--- src/rtl/brkpt_pkg.sv ---
// Shared constants and types for the KS10 bus breakpoint engine.
package brkpt_pkg;
  localparam logic [1:0] SEL_BRAR = 2'd0;
  localparam logic [1:0] SEL_BRMR = 2'd1;
  localparam logic [1:0] SEL_BRCR = 2'd2;
  localparam logic [1:0] SEL_BRPC = 2'd3;

  localparam int BRCR_EN = 4;

  localparam int TYPE_FETCH = 3;
  localparam int TYPE_READ  = 2;
  localparam int TYPE_WRITE = 1;
  localparam int TYPE_IO    = 0;

  typedef enum logic {
    ARMED   = 1'b0,
    TRIPPED = 1'b1
  } state_e;
endpackage

--- src/rtl/brkpt_chan.sv ---
// One breakpoint channel: BRAR/BRMR/BRCR/BRPC, comparator and pass counter.
module brkpt_chan
  import brkpt_pkg::*;
#(
  parameter int ADDR_W = 36,
  parameter int CNT_W  = 16
) (
  input  logic              clk,
  input  logic              rst,
  input  logic              i_armed,
  input  logic              i_bus_valid,
  input  logic [0:ADDR_W-1] i_bus_addr,
  input  logic [3:0]        i_bus_type,
  input  logic              i_wr,
  input  logic [1:0]        i_sel,
  input  logic [0:ADDR_W-1] i_data,
  output logic              o_qual
);
  logic [0:ADDR_W-1] r_brar;
  logic [0:ADDR_W-1] r_brmr;
  logic [4:0]        r_brcr;
  logic [CNT_W-1:0]  r_brpc;
  logic              w_match;
  logic              w_cnt_zero;

  assign w_match = i_bus_valid
                 && r_brcr[BRCR_EN]
                 && (((i_bus_addr ^ r_brar) & r_brmr) == '0)
                 && ((i_bus_type & r_brcr[3:0]) != 4'd0);

  assign w_cnt_zero = (r_brpc == '0);
  assign o_qual = i_armed && w_match && w_cnt_zero;

  always_ff @(posedge clk) begin
    if (rst) begin
      r_brar <= '0;
      r_brmr <= '0;
      r_brcr <= '0;
      r_brpc <= '0;
    end else begin
      if (i_wr && i_sel == SEL_BRAR) r_brar <= i_data;
      if (i_wr && i_sel == SEL_BRMR) r_brmr <= i_data;
      if (i_wr && i_sel == SEL_BRCR)
        r_brcr <= i_data[ADDR_W-5:ADDR_W-1];
      // A console load of the count takes priority over a decrement.
      if (i_wr && i_sel == SEL_BRPC)
        r_brpc <= i_data[ADDR_W-CNT_W:ADDR_W-1];
      else if (i_armed && w_match && !w_cnt_zero)
        r_brpc <= r_brpc - 1'b1;
    end
  end
endmodule

--- src/rtl/brkpt_unit.sv ---
// Breakpoint engine top: channel array, trip FSM, hit latch, priority encoder.
module brkpt_unit
  import brkpt_pkg::*;
#(
  parameter int NUM_BRK = 4,
  parameter int ADDR_W  = 36,
  parameter int CNT_W   = 16
) (
  input  logic               clk,
  input  logic               rst,
  input  logic               busVALID,
  input  logic [0:ADDR_W-1]  busADDR,
  input  logic [3:0]         busTYPE,
  input  logic               regWR,
  input  logic [2:0]         regCHAN,
  input  logic [1:0]         regSEL,
  input  logic [0:ADDR_W-1]  regDATA,
  input  logic               haltACK,
  output logic               brkHALT,
  output logic [NUM_BRK-1:0] brkHIT,
  output logic [2:0]         brkCHAN
);
  state_e             r_state;
  logic [NUM_BRK-1:0] r_hit;
  logic [2:0]         r_chan;
  logic [NUM_BRK-1:0] w_qual;
  logic [2:0]         w_chan;
  logic               w_armed;

  assign w_armed = (r_state == ARMED);

  for (genvar g = 0; g < NUM_BRK; g++) begin : g_ch
    logic w_wr;
    assign w_wr = regWR && (regCHAN == 3'(g));
    brkpt_chan #(
      .ADDR_W(ADDR_W),
      .CNT_W (CNT_W)
    ) u_chan (
      .clk        (clk),
      .rst        (rst),
      .i_armed    (w_armed),
      .i_bus_valid(busVALID),
      .i_bus_addr (busADDR),
      .i_bus_type (busTYPE),
      .i_wr       (w_wr),
      .i_sel      (regSEL),
      .i_data     (regDATA),
      .o_qual     (w_qual[g])
    );
  end

  always_comb begin
    w_chan = 3'd0;
    for (int i = NUM_BRK - 1; i >= 0; i--)
      if (w_qual[i]) w_chan = 3'(i);
  end

  always_ff @(posedge clk) begin
    if (rst) begin
      r_state <= ARMED;
      r_hit   <= '0;
      r_chan  <= 3'd0;
    end else begin
      unique case (r_state)
        ARMED: begin
          if (w_qual != '0) begin
            r_state <= TRIPPED;
            r_hit   <= w_qual;
            r_chan  <= w_chan;
          end
        end
        TRIPPED: begin
          if (haltACK) begin
            r_state <= ARMED;
            r_hit   <= '0;
          end
        end
        default: r_state <= ARMED;
      endcase
    end
  end

  assign brkHALT = (r_state == TRIPPED);
  assign brkHIT  = r_hit;
  assign brkCHAN = r_chan;
endmodule

--- config.mk ---
export PLATFORM = sky130hd
export DESIGN_NAME = brkpt_unit
export DESIGN_NICKNAME = d
export VERILOG_FILES = /design/src/rtl/brkpt_pkg.sv /design/src/rtl/brkpt_chan.sv /design/src/rtl/brkpt_unit.sv
export SDC_FILE = /design/constraint.sdc
export NUM_CORES = 1
export LEC_CHECK = 0
export ABC_AREA = 1
export CORE_AREA = 2 2 258 260
export DETAILED_ROUTE_END_ITERATION = 16
export DIE_AREA = 0 0 260 262
export PLACE_DENSITY = 0.51
export SYNTH_ARGS = -nofsm -noshare
export SYNTH_HDL_FRONTEND = slang
export SYNTH_SLANG_ARGS = --single-unit
--- constraint.sdc ---
create_clock -name clk -period 3.2 [get_ports clk]
set_clock_uncertainty 0.15 [all_clocks]
set_input_delay 0.64 -clock clk [delete_from_list [all_inputs] [get_ports clk]]
set_output_delay 0.64 -clock clk [all_outputs]
set_load 0.005 [all_outputs]
==> summary.txt <==
Setup TNS -> 0 ns
Global-route usage over all layers -> 20.1%
Synth unique cells -> 44
Nets@finish -> 3030
Post-Syn Area per Cell -> 6.58 um2
CP delay by family, top -> simple AND/OR/NAND/NOR gates
Cells after synthesis -> 2859
Detail Route Antenna Nets -> 0
Die Ht -> 262 um
TritonRoute pass-1 iters -> 6
Count of final setup violators -> 0
Via density -> 4.82
RSZ-0062 raised after global routing -> false
DIE WIDTH -> 260 um
Leakage power -> 9.80 nW
Worst-path clk slew -> 0.06 ns
Worst setup margin -> 0.478 ns
Switching Power -> 2.74 mW
Internal power -> 7.95 mW
CP max FO -> 16
Hold_sp -> g_ch[3].u_chan.r_brmr[2]
Post-CTS Setup Inserts -> 0
CP startpoint -> busADDR[15]
Post-CTS sizing -> 0
Avg WL per Cell -> 18.0 um
Worst Path Buf+Inv -> 2
First-pass GRT wire length -> 105 mm
Post-CTS Hold Buffers -> 0
Final Hold Vio Count -> 0
Remaining Overflow, GRT -> 0
Cell row count -> 94
Fraction of layout cells with a size suffix above 1 -> 7.24%
Net Sw Frac -> 25.6%
Area added between synthesis and finish -> 19.0%
Initial antenna violation count -> 1
I/O Pins -> 94
Fmax -> 367 MHz
Sequential Power Share -> 45.0%
Post-synth top cells -> nand2_1 (625), nor2_1 (418), dfxtp_1 (379)
Vias in the first global route -> 16.8k
Comb pwr share -> 8.6%
GP Congestion -> 0.920
Most frequent cell after synthesis -> nand2_1
Die ar. -> 68100 um2
Vias -> 18.5k
RR Startpoint -> g_ch[2].u_chan.r_brpc[0]
Synthesized area -> 18800 um2
HPWL Detailed -> 49.2 mm
Synth warn -> 0
Critical path class -> primary input to register
CTS Buf Count -> 44
CTS tree -> done
Sequential share of the synthesized area -> 40.3%
Starting Density -> 28.8%
Fin. max-slew vios -> 0
Largest net degree at the start of global routing -> 89
Worst hold margin -> 0.311 ns
CP peak stage delay -> 0.52 ns
I/O Buffers -> 92
Crit. End Element -> register
Total power draw -> 10.7 mW
Clk pwr share -> 46.3%
Post-synth EDFFs -> 0
Syn Nets -> 2949
Required @ worst endpoint -> 3.52 ns
Total clock sinks -> 379
Slew headroom -> 50.6%
DRC -> 0
H-tree levels -> 2
Synth Register Bits -> 379
WL final -> 69.1 mm
Setup crit start kind -> primary input
Synth area leaders -> dfxtp_1 (40%), nand2_1 (12%), o21ai_0 (10%)
CP Cell Sequence -> clkdlybuf4s50_1, inv_1, nand2_1, nand3_1, nand4_1, nor3_1, nand3_2, nor2_1, nor2_4, nor3_1, nor2_1
Predominant post-synthesis flop cell -> dfxtp_1
Diodes inserted -> 0
Worst path arrival time -> 3.04 ns
Pwr Density -> 478 nW/um2
Tmin final -> 2.72 ns
Synth top area share -> 40.3%
Area leader, netlist -> dfxtp_1
Slowest CP cell -> clkdlybuf4s50_1
Worst slack at placement -> -0.0454 ns
First-iteration detailed-routing DRC count -> 1648
Slew at the pin closest to its max-slew limit -> 0.741 ns
Ys async rst share -> 0%
Status -> finished, final reports clean
Max-cap viol count -> 0
Clock root cell -> clkbuf_16
Core area -> 65300 um2
Class of the worst hold path -> register to register
Max Buffers Root-to-Sink -> 3
Clock latency on the worst-skew pair -> 0.59 ns
Fin crit share -> 85.1%
Peak supply drop -> 0.315 mV
Reg-to-reg setup timing slack -> 0.70 ns
[flip-flops by register name, summed over array words and instances, names as in the netlist]
| register | cells |
|---|---|
| brkCHAN | 2 |
| brkHALT | 1 |
| brkHIT | 4 |
| g_ch.u_chan.r_brar | 144 |
| g_ch.u_chan.r_brcr | 20 |
| g_ch.u_chan.r_brmr | 144 |
| g_ch.u_chan.r_brpc | 64 |
[cells by family (layout without fill, tap and decap cells)]
logic type	count (synthesis)	count (layout)	synth area share, %
other	1	1	0.0199
buffers and inverters	390	500	8.13
flip-flops	379	379	40.3
AO/OA/AOI/OAI	667	667	18.1
adder cells (fa/ha/maj)	4	4	0.266
AND/OR/NAND/NOR	1381	1381	31.4
XOR/XNOR	37	37	1.72
[metrics by stage]
step	util (%)	area (um2)	std cells
floorplan	-	18800	2859
global placement	32.2	21000	3758
detailed placement	32.2	21000	3758
CTS	34.3	22400	3833
global route	34.3	22400	3833
finish	34.3	22400	3833
[path summary, 6_finish.rpt]
check / to / cells after the start
worst min-delay path: g_ch[3].u_chan.r_brmr[2] / 2
worst min register to register: g_ch[3].u_chan.r_brmr[2] / 2
worst max register to register: brkHIT[3] / 13
worst max-delay path: g_ch[2].u_chan.r_brpc[6] / 11
[layout by cell type (no fill, tap or decap), drive strengths merged]
master           n
clkdlybuf4s50   91
a21boi           2
clkinv          10
o21ai          384
nor2           440
conb             1
nand3          194
nand4           44
or2             42
a21oi          277
xnor2           13
nor4b            1
xor2            24
buf             78
dfxtp          379
ha               4
bufinv           2
nand2          629
clkinvlp         3
o211ai           2
inv            255
nor4             9
nor3b            1
o2111ai          2
nor3            19
clkbuf          61
and2             2
[worst min-delay path: stages (launching register included)]
cell	delay [ns]
dfxtp_1	0.30
inv_1	0.06
a21oi_1	0.06
[power groups by stage]
stage               logic, mW  clock network [mW]  registers (mW)
finish                  0.922                4.95            4.82
global route             1.02                5.24            4.82
CTS                     0.918                5.05            4.81
detailed placement      0.913                   0            4.92
global placement        0.915                   0            4.92
floorplan               0.505                   0            4.91
[final cells by class]
type / count / area, um2
Clock inverter: 14 / 139
Clock buffer: 61 / 1240
Tap cell: 864 / 1080
Timing Repair Buffer: 169 / 1620
Inverter: 256 / 968
Sequential cell: 379 / 7590
Fill cell: 7090 / 42900
Multi-Input combinational cell: 2090 / 9750
[routing by layer]
metal | global-route usage, % | vias to the layer above | part of all wire [%]
met3 | 2.70 | 84 | 5.2
met1 | 28.1 | 8501 | 47
met2 | 32.6 | 465 | 45
li1 | - | 9431 | -
met4 | 5.27 | 2 | 2.1
met5 | 0 | - | 0.019
Note: power is estimated with default switching activity, not from simulation.
==> RTL change 1 (same flow settings) <==
`CNT_W` is set to 16 in 2 places; all go to 18.
--- a/src/rtl/brkpt_chan.sv
+++ b/src/rtl/brkpt_chan.sv
@@ -5,3 +5,3 @@
   parameter int ADDR_W = 36,
-  parameter int CNT_W  = 16
+  parameter int CNT_W  = 18
 ) (
--- a/src/rtl/brkpt_unit.sv
+++ b/src/rtl/brkpt_unit.sv
@@ -6,3 +6,3 @@
   parameter int ADDR_W  = 36,
-  parameter int CNT_W   = 16
+  parameter int CNT_W   = 18
 ) (
Formal check against the unedited RTL: not equivalent (a bounded check fails within 4 cycles, from zero or initial values and one cycle with rst high).
==> RTL change 1 against the unedited design <==
  * Die area unchanged
  * Worst setup slack gained 140 ps
  * Sequential power increased by 2%
  * Count of clock-buffer cells in the layout rose by 11
  * Sequential cell count rose by 8
  * Maximum frequency increased by 5.4%
  * Cell area is 3.5% higher
  * Total power increased by 8.3%
  * Routed wire length up 5.1%
  * Combinational power grew 5.4%
  * Area after synthesis increased by 1.6%
==> RTL change 1: results (changes against the unedited design) <==
Run status
  – Status: finished, final reports clean

GRT
  – Global-route wire length before repair: 108000 µm (+2.8%)
  – Gr usage total: 20.9% (+0.84 points)
  – Vias in the first global route: 17000 (+1.4%)
  – Initial antenna violation count: 0 (-1)
  – Largest net degree at the start of global routing: 76 (-15%)
  – M1 GR Usage: 28.7% (+0.68 points)
  – Met2 Resource Use GR: 33.1% (+0.53 points)
  – Global-route met3 utilization: 3.07% (+0.37 points)

Route
  – Met2 WL post-DR: 32400 µm (+3.7%)
  – 1st-pass router iterations: 8 (+2)
  – Total Wirelength: 72600 µm (+5.1%)
  – Vias per cell: 4.83 (+0.17%)
  – Met3 wire length: 3620 µm (about the same)
  – Metal-1 WL: 33900 µm (+3.5%)
  – DR top layer: met4

Synth
  – Cell variety after synth: 45 (+2.3%)
  – Synth area leaders: dfxtp_1, nand2_1, o21ai_0, nor2_1, a21oi_1
  – Part of the Yosys area used for sequential elements: 40.5% (+0.21 points)
  – Syn Nets: 2980 (+1.1%)

Worst setup path
  – Arrival time at the worst endpoint: 2920 ps (-120 ps)
  – Reg2reg path depth: 12 (-1)
  – Crit path to: g_ch[2].u_chan.r_brpc[13]
  – CP Launch Point: busADDR[18]
  – Max FO, Critical Path: 8 (-8)
  – Worst R2R Setup Slack: 750 ps (+50 ps)
  – Reg2reg end: brkHIT[0]
  – Peak per-stage delay on the critical path: 560 ps (+40 ps)

Placed design
  – DP Worst Slack: 74.7 ps (+120 ps)

Timing
  – Max Fclk: 0.387 GHz (+5.4%)
  – Least-Margin Pin Slew: 882 ps (+141 ps)

Min path
  – Hold Path Origin: g_ch[3].u_chan.r_brmr[1]
  – Hold endpoint: g_ch[3].u_chan.r_brmr[1]
  – Worst hold path depth: 2 (unchanged)
  – Min-Delay Path Class: register to register

Final layout
  – Layout cell share with drive strength beyond 1: 8.69% (+1.5 points)
  – Top Registers: g_ch.u_chan.r_brar: 144 flops, g_ch.u_chan.r_brmr: 144 flops, g_ch.u_chan.r_brpc: 72 flops
  – # nets final: 3090 (+2.0%)

Pwr
  – Pwr/cell area: 500 nW/µm² (+4.6%)
  – Leak: 10.1 nW (+2.9%)
  – VDD IR max: 0.348 mV (+10%)

CTS
  – Cts bufs inserted: 48 (+9.1%)
[RTL change 1: cell types whose count changed in the layout (fill, tap and decap cells not counted), sizes merged, moves of 12 or more]
cell   unedited run  this run
inv             255       219
nor2            440       488
a31oi             0        17
or2              42        54
a21oi           277       252
buf              78       108
o21ai           384       372
[RTL change 1: logic make-up (layout without fill, tap and decap cells)]
group / Yosys count / in the layout / synth area share, %
flops: 387 / 387 / 40.5
compound gates: 654 / 654 / 17.8
xor+xnor: 41 / 41 / 1.88
simple gates: 1442 / 1442 / 32.1
other cells: 1 / 2 / 0.0196
fa+ha+maj: 4 / 4 / 0.262
buf+inv: 361 / 508 / 7.40
[RTL change 1: final cells by class]
class | count | area [µm²]
Timing Repair Buffer | 199 | 1840
Clock inverter | 15 | 190
Multi-Input combinational cell | 2142 | 10000
Inverter | 222 | 842
Fill cell | 7077 | 42100
Sequential cell | 387 | 7750
Antenna cell | 1 | 2.50
Tap cell | 864 | 1080
Clock buffer | 72 | 1440
[RTL change 1: metrics by stage]
step	total power [W]	hold slack [ps]	std cells	util, %	cell area [µm²]
final	0.0116	307	3902	35.5	23200
after global routing	0.0120	333	3901	35.5	23200
after CTS	0.0117	307	3901	35.5	23200
after detailed placement	0.00599	299	3814	33.0	21500
after global placement	0.00599	298	3814	33.0	21500
after floorplan	0.00553	280	2890	-	19100
[RTL change 1: report_power, final]
| part | internal, W | leakage (nW) | total, W | switching (W) |
|---|---|---|---|---|
| combinational | 0.000343 | 6.17 | 0.000972 | 0.000629 |
| clock | 0.00343 | 0.799 | 0.00569 | 0.00226 |
| sequential | 0.00488 | 3.12 | 0.00492 | 0.0000366 |
| total | 0.00865 | 10.1 | 0.0116 | 0.00293 |
[RTL change 1: worst min-delay path, stage by stage, from the launching register on]
cell	delay [ps]
dfxtp_1	300
inv_1	60
a21oi_1	50
==> RTL change 2 (config.mk and constraints unchanged) <==
Without the edit above. Reset style: asynchronous (`rst`), changed in 2 clocked blocks.
--- a/src/rtl/brkpt_chan.sv
+++ b/src/rtl/brkpt_chan.sv
@@ -33,3 +33,3 @@
 
-  always_ff @(posedge clk) begin
+  always_ff @(posedge clk or posedge rst) begin
     if (rst) begin
--- a/src/rtl/brkpt_unit.sv
+++ b/src/rtl/brkpt_unit.sv
@@ -57,3 +57,3 @@
 
-  always_ff @(posedge clk) begin
+  always_ff @(posedge clk or posedge rst) begin
     if (rst) begin
Function: differs if rst is asserted again (counterexample within 4 cycles, from zero or initial values and one cycle with rst high); with rst held inactive, the same outputs for 4 cycles.
==> RTL change 2 against the unedited design <==
  * Area after synthesis is 1.0% higher
  * Largest cell class is now sequential cells
  * Sequential cell count unchanged
  * Register-to-register slack got worse by 130 ps
  * Non-clock buffer count decreased by 23
  * Critical path depth did not move
  * Critical path type is now register to register
  * Highest routed layer unchanged
  * Routed wire length is 16% lower
  * Cell area increased by 2.0%
  * Synthesized cell count shrank 13%
  * Worst setup slack better by 90 ps
Power is not compared: it rests on default switching activity, and its combinational part moved more than twofold at a synthesized area within 25%.
==> RTL change 2: results (changes against the unedited design) <==
Final layout
  – Fillers: 6787 (-4.3%)
  – Layout cell share with drive strength beyond 1: 7.91% (+0.67 points)
  – Final cell count without fillers: 3483 (-9.1%)

Synth
  – Syn_area_per_cell: 7.68 µm² (+17%)
  – Part of the Yosys area used for sequential elements: 49.9% (+9.6 points)
  – Cell variety after synth: 37 (-16%)
  – Most frequent cells after synthesis: nand2_1, dfrtp_1, o21ai_0, inv_1, nand3_1
  – Synth area leaders: dfrtp_1, nand2_1, o21ai_0, nand3_1, inv_1
  – Syn Nets: 2564 (-13%)

GRT
  – M1 GR Usage: 22.6% (-5.5 points)
  – Global-route wire length before repair: 91600 µm (-13%)
  – Met2 Resource Use GR: 29.2% (-3.3 points)
  – Largest net degree at the start of global routing: 82 (-7.9%)
  – Gr usage total: 17.3% (-2.8 points)

Placed design
  – Final weighted congestion in routability-driven placement: 0.839 (-8.8%)
  – Inst Count DP: 3399 (-9.6%)
  – Placed cell area: 21300 µm² (+1.2%)
  – Post-DP HPWL: 40100 µm (-19%)

Route
  – Detailed Route Iter0 Violations: 1325 (-20%)
  – Metal-1 WL: 26200 µm (-20%)
  – Met3 wire length: 2450 µm (-32%)
  – Total Wirelength: 58000 µm (-16%)

Worst setup path
  – Arrival time at the worst endpoint: 2940 ps (-100 ps)
  – Crit path max-delay cell type: nor3_2
  – Peak per-stage delay on the critical path: 550 ps (+30 ps)
  – Max FO, Critical Path: 6 (-10)

Timing
  – Max transition margin: 46.5% (-4.1 points)

Run status
  – Status: finished, final reports clean

CTS
  – Clock Latency Late Sink: 570 ps (-20 ps)
## RTL change 2: cell families (layout without fill, tap and decap cells)
| kind of cell | Yosys count | in the layout | synth area share (%) |
|---|---|---|---|
| other cells | 1 | 2 | 0.0197 |
| compound gates | 438 | 438 | 12.3 |
| simple gates | 1299 | 1299 | 29.2 |
| buf+inv | 316 | 460 | 6.58 |
| xor+xnor | 37 | 37 | 1.71 |
| flops | 379 | 379 | 49.9 |
| fa+ha+maj | 4 | 4 | 0.263 |
## RTL change 2: cell type report
type / instances / area [µm²] / area share [%]
well taps: 864 / 1080 / 4.73
clock inverters: 13 / 149 / 0.652
multi-input cells: 1779 / 8290 / 36.3
flip-flops and latches: 379 / 9480 / 41.5
inverters: 231 / 871 / 3.81
diodes: 1 / 2.50 / 0.0110
repair buffers: 146 / 1540 / 6.74
clock buffers: 70 / 1420 / 6.20
## RTL change 2: worst paths after layout
path                                        endpoint  cells after the start  slack (ps)                 startpoint
min in group asynchronous  g_ch[3].u_chan.r_brar[14]                      3         390                        rst
setup / recovery                           brkHIT[2]                     11         570   g_ch[0].u_chan.r_brpc[0]
hold reg to reg            g_ch[3].u_chan.r_brmr[23]                      2         330  g_ch[3].u_chan.r_brmr[23]
setup reg to reg                           brkHIT[2]                     11         570   g_ch[0].u_chan.r_brpc[0]
hold / removal             g_ch[3].u_chan.r_brmr[23]                      2         330  g_ch[3].u_chan.r_brmr[23]
max in group asynchronous  g_ch[0].u_chan.r_brmr[21]                      4        1720                        rst
## RTL change 2: worst reg2reg max path, cell delays in order (launching register included)
cell and delay (ps):
dfrtp_1 360, inv_1 150, ha_1 210, nand2_1 80, nor2_1 170, nand3_1 120
nor3_2 560, nand4_1 320, nand2_1 160, nor2_1 110, nand3_1 90, nand2_1 60
